File: src/rtl/elevator_pkg.sv
// Shared elevator-controller definitions: floor sizing, floor type, scheduler
// state encodings and the silicon debounce default.
package elevator_pkg;

    localparam int unsigned NUM_FLOORS       = 10;
    localparam int unsigned FLOOR_W          = 4;
    localparam int unsigned DEBOUNCE_DEFAULT = 16;

    typedef logic [FLOOR_W-1:0] floor_t;

    localparam logic [1:0] HOLD      = 2'b00;
    localparam logic [1:0] SCAN_UP   = 2'b10;
    localparam logic [1:0] SCAN_DOWN = 2'b11;

endpackage

File: src/rtl/floor_request_scheduler_button_debouncer.sv
// Synchronizes the raw call-button level and floor code, debounces the level,
// and emits a one-cycle pulse on an accepted press.
module button_debouncer
    import elevator_pkg::*;
#(
    parameter int unsigned DEBOUNCE_CYCLES = DEBOUNCE_DEFAULT
) (
    input  logic   clk,
    input  logic   rst_n,
    input  floor_t btn_floor,
    input  logic   btn_press,
    output logic   press_pulse_c,
    output floor_t floor_sync
);

    localparam int unsigned CNT_W = $clog2(DEBOUNCE_CYCLES + 1);

    logic             s1_press_q, s1_press_d;
    logic             s2_press_q, s2_press_d;
    floor_t           s1_floor_q, s1_floor_d;
    floor_t           s2_floor_q, s2_floor_d;
    logic             db_level_q, db_level_d;
    logic [CNT_W-1:0] cnt_q, cnt_d;
    logic [CNT_W-1:0] cnt_inc;

    // Counter runs only while the synchronized level disagrees with db_level.
    always_comb begin
        s1_press_d    = btn_press;
        s2_press_d    = s1_press_q;
        s1_floor_d    = btn_floor;
        s2_floor_d    = s1_floor_q;
        db_level_d    = db_level_q;
        cnt_d         = '0;
        press_pulse_c = 1'b0;
        cnt_inc       = cnt_q + CNT_W'(1);
        if (s2_press_q != db_level_q) begin
            if (cnt_inc == CNT_W'(DEBOUNCE_CYCLES)) begin
                db_level_d    = s2_press_q;
                press_pulse_c = s2_press_q;
            end else begin
                cnt_d = cnt_inc;
            end
        end
    end

    always_ff @(posedge clk or negedge rst_n) begin
        if (!rst_n) begin
            s1_press_q <= 1'b0;
            s2_press_q <= 1'b0;
            s1_floor_q <= '0;
            s2_floor_q <= '0;
            db_level_q <= 1'b0;
            cnt_q      <= '0;
        end else begin
            s1_press_q <= s1_press_d;
            s2_press_q <= s2_press_d;
            s1_floor_q <= s1_floor_d;
            s2_floor_q <= s2_floor_d;
            db_level_q <= db_level_d;
            cnt_q      <= cnt_d;
        end
    end

    assign floor_sync = s2_floor_q;

endmodule

File: src/rtl/floor_request_scheduler.sv
// Pending floor-call bitmap with SCAN ordering; presents one registered target
// floor at a time to the elevator state machine.
module floor_request_scheduler
    import elevator_pkg::*;
#(
    parameter int unsigned NUM_FLOORS      = elevator_pkg::NUM_FLOORS,
    parameter int unsigned DEBOUNCE_CYCLES = DEBOUNCE_DEFAULT
) (
    input  logic                  clk,
    input  logic                  rst_n,
    input  floor_t                btn_floor,
    input  logic                  btn_press,
    input  floor_t                current_floor,
    input  logic                  elevator_idle,
    output floor_t                target_floor,
    output logic                  target_valid,
    output logic                  dir_up,
    output logic [NUM_FLOORS-1:0] pending
);

    logic                  press_pulse_c;
    floor_t                floor_sync;

    logic [1:0]            state_q, state_d;
    logic [NUM_FLOORS-1:0] pending_q, pending_d;
    floor_t                target_floor_q, target_floor_d;
    logic                  target_valid_q, target_valid_d;
    logic                  dir_up_q, dir_up_d;

    logic [NUM_FLOORS-1:0] set_mask;
    logic [NUM_FLOORS-1:0] clr_mask;
    logic                  service_c;
    logic                  any_c;
    logic                  up_hit, dn_hit;
    floor_t                up_floor, dn_floor;

    button_debouncer #(
        .DEBOUNCE_CYCLES(DEBOUNCE_CYCLES)
    ) u_debouncer (
        .clk          (clk),
        .rst_n        (rst_n),
        .btn_floor    (btn_floor),
        .btn_press    (btn_press),
        .press_pulse_c(press_pulse_c),
        .floor_sync   (floor_sync)
    );

    // Out-of-range floor codes never match a bitmap position, so they drop out here.
    always_comb begin
        service_c = elevator_idle && target_valid_q && (current_floor == target_floor_q);
        for (int i = 0; i < int'(NUM_FLOORS); i++) begin
            set_mask[i] = press_pulse_c && (floor_sync == FLOOR_W'(i));
            clr_mask[i] = service_c && (current_floor == FLOOR_W'(i));
        end
        pending_d = (pending_q | set_mask) & ~clr_mask;
    end

    // Nearest pending floor at or above / at or below the car.
    always_comb begin
        up_hit   = 1'b0;
        up_floor = '0;
        dn_hit   = 1'b0;
        dn_floor = '0;
        for (int i = int'(NUM_FLOORS) - 1; i >= 0; i--) begin
            if (pending_q[i] && (FLOOR_W'(i) >= current_floor)) begin
                up_hit   = 1'b1;
                up_floor = FLOOR_W'(i);
            end
        end
        for (int i = 0; i < int'(NUM_FLOORS); i++) begin
            if (pending_q[i] && (FLOOR_W'(i) <= current_floor)) begin
                dn_hit   = 1'b1;
                dn_floor = FLOOR_W'(i);
            end
        end
    end

    // Reversal holds the old target for one cycle; the new direction searches next cycle.
    always_comb begin
        state_d        = state_q;
        target_floor_d = target_floor_q;
        target_valid_d = target_valid_q;
        any_c          = |pending_q;
        case (state_q)
            SCAN_UP: begin
                if (!any_c) begin
                    state_d        = HOLD;
                    target_floor_d = current_floor;
                    target_valid_d = 1'b0;
                end else if (up_hit) begin
                    target_floor_d = up_floor;
                    target_valid_d = 1'b1;
                end else begin
                    state_d        = SCAN_DOWN;
                    target_valid_d = 1'b1;
                end
            end
            SCAN_DOWN: begin
                if (!any_c) begin
                    state_d        = HOLD;
                    target_floor_d = current_floor;
                    target_valid_d = 1'b0;
                end else if (dn_hit) begin
                    target_floor_d = dn_floor;
                    target_valid_d = 1'b1;
                end else begin
                    state_d        = SCAN_UP;
                    target_valid_d = 1'b1;
                end
            end
            default: begin
                if (!any_c) begin
                    state_d        = HOLD;
                    target_floor_d = current_floor;
                    target_valid_d = 1'b0;
                end else if (up_hit) begin
                    state_d        = SCAN_UP;
                    target_floor_d = up_floor;
                    target_valid_d = 1'b1;
                end else begin
                    state_d        = SCAN_DOWN;
                    target_floor_d = dn_floor;
                    target_valid_d = 1'b1;
                end
            end
        endcase
        case (state_d)
            SCAN_UP:   dir_up_d = 1'b1;
            SCAN_DOWN: dir_up_d = 1'b0;
            default:   dir_up_d = dir_up_q;
        endcase
    end

    always_ff @(posedge clk or negedge rst_n) begin
        if (!rst_n) begin
            state_q        <= HOLD;
            pending_q      <= '0;
            target_floor_q <= '0;
            target_valid_q <= 1'b0;
            dir_up_q       <= 1'b1;
        end else begin
            state_q        <= state_d;
            pending_q      <= pending_d;
            target_floor_q <= target_floor_d;
            target_valid_q <= target_valid_d;
            dir_up_q       <= dir_up_d;
        end
    end

    assign target_floor = target_floor_q;
    assign target_valid = target_valid_q;
    assign dir_up       = dir_up_q;
    assign pending      = pending_q;

endmodule

File: config.mk
export PLATFORM = sky130hd
export DESIGN_NAME = floor_request_scheduler
export DESIGN_NICKNAME = d
export VERILOG_FILES = /design/src/rtl/elevator_pkg.sv /design/src/rtl/floor_request_scheduler_button_debouncer.sv /design/src/rtl/floor_request_scheduler.sv
export SDC_FILE = /design/constraint.sdc
export NUM_CORES = 1
export LEC_CHECK = 0
export CAP_MARGIN = 20
export CELL_PAD_IN_SITES_DETAIL_PLACEMENT = 1
export CELL_PAD_IN_SITES_GLOBAL_PLACEMENT = 1
export CORE_MARGIN = 3
export CORE_UTILIZATION = 45
export DETAILED_ROUTE_END_ITERATION = 6
export HOLD_SLACK_MARGIN = 0.15
export MAX_ROUTING_LAYER = met4
export PLACE_DENSITY_LB_ADDON = 0.1
export SLEW_MARGIN = 10
export SYNTH_ARGS = -nofsm -noshare
export SYNTH_HDL_FRONTEND = slang
export SYNTH_SLANG_ARGS = --single-unit
File: constraint.sdc
create_clock -name clk -period 4.6 [get_ports clk]
set_input_delay 0.92 -clock clk [delete_from_list [all_inputs] [get_ports clk]]
set_output_delay 0.92 -clock clk [all_outputs]
set_load 0.005 [all_outputs]
==> results of run 1 <==
where the power goes:
group          total [mW]  switching (mW)  internal [mW]  leakage (nW)
sequential          0.408          0.0628          0.345         0.406
combinational       0.327           0.157          0.170         0.508
clock               0.278           0.105          0.173        0.0573
cells in the final DEF (no fill, tap or decap), types with 5 or more instances in the layout:
| cell type | count |
|---|---|
| dfrtp_1 | 33 |
| nor2_1 | 28 |
| clkdlybuf4s50_1 | 27 |
| nand2_1 | 17 |
| a21oi_1 | 10 |
| nor3_1 | 10 |
| nor2b_1 | 8 |
| inv_1 | 8 |
| o21ai_0 | 7 |
| nand2b_1 | 6 |
| clkbuf_8 | 6 |
| nand3_1 | 5 |
| o21ai_1 | 5 |
per-stage QoR:
step / setup slack [ns] / cell area, um2 / power (mW) / utilization, % / cells
floorplan: 2.13 / 2070 / 0.593 / - / 229
global placement: 1.11 / 2340 / 0.732 / 52.9 / 297
detailed placement: 0.995 / 2340 / 0.735 / 52.9 / 297
CTS: 1.27 / 2450 / 1.02 / 55.5 / 304
global route: 1.05 / 2450 / 1.07 / 55.5 / 304
finish: 1.21 / 2450 / 1.01 / 55.5 / 304
area by class of cell:
type,instances,area (um2)
inverters,9,33.8
fillers,518,1960
clock inverters,1,30.0
clock buffers,6,82.6
flip-flops and latches,34,852
repair buffers,28,278
multi-input cells,174,1110
well taps,52,65.1
worst min path at each step:
stage	to	slack (ns)	start	cells after the start
floorplan	u_debouncer.floor_sync[0]	0.33	u_debouncer.s1_floor_q[0]	0
global placement	u_debouncer.s2_press_q	0.33	u_debouncer.s1_press_q	0
detailed placement	u_debouncer.floor_sync[2]	0.34	u_debouncer.s1_floor_q[2]	0
CTS	u_debouncer.floor_sync[3]	0.35	u_debouncer.s1_floor_q[3]	0
global route	u_debouncer.floor_sync[3]	0.35	u_debouncer.s1_floor_q[3]	0
finish	u_debouncer.floor_sync[3]	0.35	u_debouncer.s1_floor_q[3]	0
flip-flops by register name (all words and copies together), names as in the netlist:
| register | flops |
|---|---|
| dir_up | 1 |
| u_debouncer.s1_press_q | 1 |
| u_debouncer.db_level_q | 1 |
| u_debouncer.s1_floor_q | 4 |
| state_q | 2 |
| target_floor | 4 |
| u_debouncer.s2_press_q | 1 |
| u_debouncer.floor_sync | 4 |
| pending | 10 |
| u_debouncer.cnt_q | 5 |
| target_valid | 1 |
cells by family after synthesis:
kind of cell	synth area share (%)
and+or+nand+nor	23.2
DFF	41.1
xor gates and xnor gates	2.96
buffers and inverters	5.49
adders and majority gates	1.09
AOI/OAI and AO/OA	23.5
muxes	2.77
metal layers:
metal,global-route usage (%),up-vias
met1,35.5,939
met3,5.34,6
met2,34.6,72
li1,-,882
met4,7.04,0
met5,-,-
==> impl_metrics.json, run 1 <==
{
  "status": "complete, no violations",
  "yosys-top-cells-area": "dfrtp_1 (40%), nor2_1 (5.1%), nand2_1 (3.1%), a21oi_1 (2.4%), nor2b_1 (2.4%)",
  "io_buffers": 27,
  "wirelength_um": 5990,
  "crit_buf_inv": 1,
  "async_flop_share_pct": 100,
  "grt_pass1_wl_um": 9760,
  "path_delay_family": "simple AND/OR/NAND/NOR gates",
  "wire_per_inst_um": 19.7,
  "htree_levels": 2,
  "wl_met1_um": 2890,
  "die_w_um": 73.9,
  "cpMaxStageDelayCell": "clkdlybuf4s50_1",
  "rsz0062_at_grt": "no",
  "clk_pin_slew_ns": 0.06,
  "drtIter0Drc": 205,
  "crit_path_end_kind": "flip-flop",
  "synth_edf_count": 0,
  "die_h_um": 73.9,
  "timing.final.crit_period_ns": 3.39,
  "grt_pass1_vias": 1829,
  "cts-resized-gates": 0,
  "ys_seq_elements": 34,
  "post_cts_buffers": 0,
  "syn-num-nets": 242,
  "power_leakage_nw": 0.971,
  "synth.distinct_cells": 63,
  "maxCapViolCount": 0,
  "antenna_found_initial": 0,
  "clk_latency_ns": 0.29,
  "core_area_mm2": 0.00441,
  "crit_arrival_ns": 3.55,
  "holdBufCountCts": 0,
  "crit_end": "target_floor[3]",
  "reg2reg_depth": 6,
  "grt_max_degree": 35,
  "synthCells": 229,
  "tightestPinTransition_ns": 0.913,
  "critPathKind": "primary input to flip-flop",
  "dp_hpwl_um": 4250,
  "gr-usage-all-layers_pct": 24.6,
  "ir_drop_uv": 327,
  "crit_chain": "clkdlybuf4s50_1 > nor4_1 > o31ai_1 > and4bb_1 > a32o_2 > and2_4 > mux2_4",
  "synth_top_area_share_pct": 39.8,
  "drc": 0,
  "antennaDiodeCount": 0,
  "layout-drive-gt1-share_pct": 7.94,
  "power_density_mw_per_mm2": 414,
  "rrSetupSlack_ns": 2.45,
  "vias": 1899,
  "fin_tns_setup_ns": 0,
  "avgSynthCellArea_um2": 9.06,
  "yosysMostFrequentCell": "dfrtp_1",
  "reg2reg_from": "pending[8]",
  "min_period_over_period_pct": 73.7,
  "yosysWarnings": 0,
  "wl_met2_um": 2690,
  "cts_tree": "done",
  "skew_ns": 0.0110,
  "cts.sinks": 34,
  "finalHoldViolations": 0,
  "holdCritPathClass": "flip-flop to flip-flop",
  "hold_ws_ns": 0.348,
  "top_layer": "met4",
  "start_kind": "primary input",
  "vias_per_cell": 6.25,
  "cts.path.max_buffers": 2,
  "r2r-end": "target_floor[3]",
  "cpPeakStageDelay_ns": 0.88,
  "first_pass_iters": 4,
  "initial_utilization_pct": 47.0,
  "crit_cells": 7,
  "numCtsBuffers": 5,
  "synth_flop_cell": "dfrtp_1",
  "yosysSeqAreaShare_pct": 41.1,
  "finalMaxSlewViolations": 0,
  "die_area_mm2": 0.00546,
  "placementRows": 24,
  "synth_common_cells": "dfrtp_1 (33), nor2_1 (28), nand2_1 (17)",
  "relSlewSlack_pct": 38.9,
  "syn_to_final_growth_pct": 18.1,
  "grt_overflow_total": 0,
  "pin_count": 28,
  "max_freq_ghz": 0.295,
  "syn_area_mm2": 0.00207,
  "ant_nets": 0,
  "worstPathMaxFanout": 23,
  "yosysTopAreaCell": "dfrtp_1",
  "finalNetCount": 265,
  "clock-root-buffer": "clkbuf_8",
  "wl_met3_um": 341,
  "crit_path_start": "current_floor[0]",
  "gp_congestion": 0.930,
  "setup_viol": 0,
  "crit_required_ns": 4.76
}
No activity file was read; power rests on OpenSTA's default activity.
==> run 2, diff against run 1 <==
CORE_UTILIZATION = 38   (was 45)
clock period = 3 ns   (was 4.6 ns; I/O delays follow)
==> run 2 against run 1 <==
Net effect:
- clock skew grew 0.0020 ns
- critical path depth is the same
- wire length grew 2.8%
- largest power group unchanged
- power grew 48%
- non-clock buffer count grew 10
- hold slack gained 0.0047 ns
- clock-buffer cell count is the same
- design area grew 4.3%
- worst setup slack lost 0.82 ns
- flip-flop and latch count is the same
- critical endpoint unchanged
==> impl_metrics.json, run 2 (synthesized netlist as in run 1, its figures left out) <==
{
  "max_freq_ghz": 0.383,
  "drtIter0Drc": 87,
  "clk_latency_ns": 0.29,
  "die_w_um": 79.9,
  "largest_reg_flops": 10,
  "finalMaxSlewViolations": 0,
  "holdCritPathClass": "flip-flop to flip-flop",
  "core_area_mm2": 0.00520,
  "drc": 0,
  "final_common_cell": "dfrtp_1",
  "r2r-end": "target_floor[2]",
  "power_density_mw_per_mm2": 587,
  "reg2reg_depth": 6,
  "cts.path.max_buffers": 2,
  "switchingPower_uw": 512,
  "placementRows": 26,
  "rsz0062_at_grt": "no",
  "cts.sinks": 34,
  "fin_tns_setup_ns": 0,
  "min_period_over_period_pct": 87.0,
  "crit_required_ns": 3.17,
  "grt_pass1_wl_um": 10400,
  "skew_ns": 0.0131,
  "grt_max_degree": 35,
  "wl_met2_um": 2830,
  "top_layer": "met4",
  "crit_path_end_kind": "flip-flop",
  "timing.final.crit_period_ns": 2.61,
  "clock-root-buffer": "clkbuf_8",
  "first_pass_iters": 4,
  "hold_ws_ns": 0.352,
  "htree_levels": 2,
  "wire_per_inst_um": 18.5,
  "setup_viol": 0,
  "gp_congestion": 0.970,
  "min_path_cells": 0,
  "io_buffers": 27,
  "swShare_pct": 34.2,
  "rrSetupSlack_ns": 0.92,
  "ir_drop_uv": 421,
  "hp-start": "u_debouncer.s1_press_q",
  "seqPwrFrac_pct": 42.0,
  "clkPwrFrac_pct": 23.8,
  "antenna_found_initial": 0,
  "die_h_um": 79.9,
  "vias_per_cell": 5.71,
  "clk_pin_slew_ns": 0.07,
  "holdBufCountCts": 0,
  "grt_pass1_vias": 1989,
  "die_area_mm2": 0.00638,
  "numCtsBuffers": 5,
  "layout-drive-gt1-share_pct": 11.8,
  "antennaDiodeCount": 0,
  "wl_met1_um": 2940,
  "wirelength_um": 6150,
  "vias": 1902,
  "worstPathMaxFanout": 13,
  "syn_to_final_growth_pct": 23.2,
  "p_comb_share_pct": 34.2,
  "power_leakage_nw": 1.02,
  "status": "complete, no violations",
  "finalHoldViolations": 0,
  "gr-usage-all-layers_pct": 21.7,
  "grt_overflow_total": 0,
  "relSlewSlack_pct": 66.2,
  "critPathKind": "primary input to flip-flop",
  "holdPathEnd": "u_debouncer.s2_press_q",
  "dp_hpwl_um": 4430,
  "maxCapViolCount": 0,
  "crit_arrival_ns": 2.78,
  "total_power_mw": 1.50,
  "cts_tree": "done",
  "pin_count": 28,
  "layout_common_cells": "dfrtp_1 (33), nor2_1 (28), clkdlybuf4s50_1 (27)",
  "initial_utilization_pct": 39.9,
  "finish.utilization_pct": 49.1,
  "cts-resized-gates": 0,
  "post_cts_buffers": 0,
  "ant_nets": 0,
  "reg2reg_from": "pending[7]",
  "start_kind": "primary input",
  "p_int_uw": 986,
  "finalNetCount": 275,
  "tightestPinTransition_ns": 0.505,
  "wl_met3_um": 301
}
==> run 2: cell count changes in the layout (fill, tap and decap cells not counted) <==
cell        change
buf_12          +2
clkinvlp_4      +1
clkinv_2        +1
bufinv_16       -1
buf_4           +8
==> run 2: layout make-up <==
class | count | area [um2]
clock inverters | 2 | 12.5
well taps | 70 | 87.6
fillers | 625 | 2650
multi-input cells | 174 | 1110
clock buffers | 6 | 82.6
repair buffers | 38 | 378
inverters | 9 | 33.8
flip-flops and latches | 34 | 852
==> run 2: power by group through the flow <==
stage / combinational (mW) / sequential (mW) / clock, mW
after CTS: 0.516 / 0.629 / 0.366
final: 0.512 / 0.630 / 0.356
after detailed placement: 0.509 / 0.635 / 0
after global placement: 0.506 / 0.636 / 0
after global routing: 0.568 / 0.642 / 0.390
after floorplan: 0.306 / 0.602 / 0
==> run 2: worst max path at each step <==
stage,from,to,depth (start not counted)
4_1_cts,current_floor[3],target_floor[3],7
5_1_grt,current_floor[3],target_floor[3],7
3_3_place_gp,current_floor[3],target_floor[3],7
6_report,current_floor[3],target_floor[3],7
3_5_place_dp,current_floor[3],target_floor[3],7
2_1_floorplan,current_floor[3],target_floor[3],7
==> run 2: per-layer routing <==
layer | GRT usage (%) | vias up
met1 | 30.1 | 933
met2 | 32.8 | 54
met4 | 6.25 | 0
met3 | 3.50 | 9
li1 | - | 906
met5 | - | -
==> run 2: stage by stage <==
| stage | std cells | setup WS (ns) | area (um2) |
|---|---|---|---|
| 2_1_floorplan | 229 | 0.848 | 2070 |
| 3_3_place_gp | 325 | 0.182 | 2460 |
| 3_5_place_dp | 325 | 0.146 | 2460 |
| 4_1_cts | 333 | 0.417 | 2550 |
| 5_1_grt | 333 | 0.199 | 2550 |
| 6_report | 333 | 0.390 | 2550 |
==> run 2: critical path, cell delays in order <==
cell             delay (ns)
clkdlybuf4s50_1        0.66
nor4_1                 0.46
o31ai_1                0.13
and4bb_1               0.32
a32o_2                 0.16
and2_4                 0.16
mux2_4                 0.29
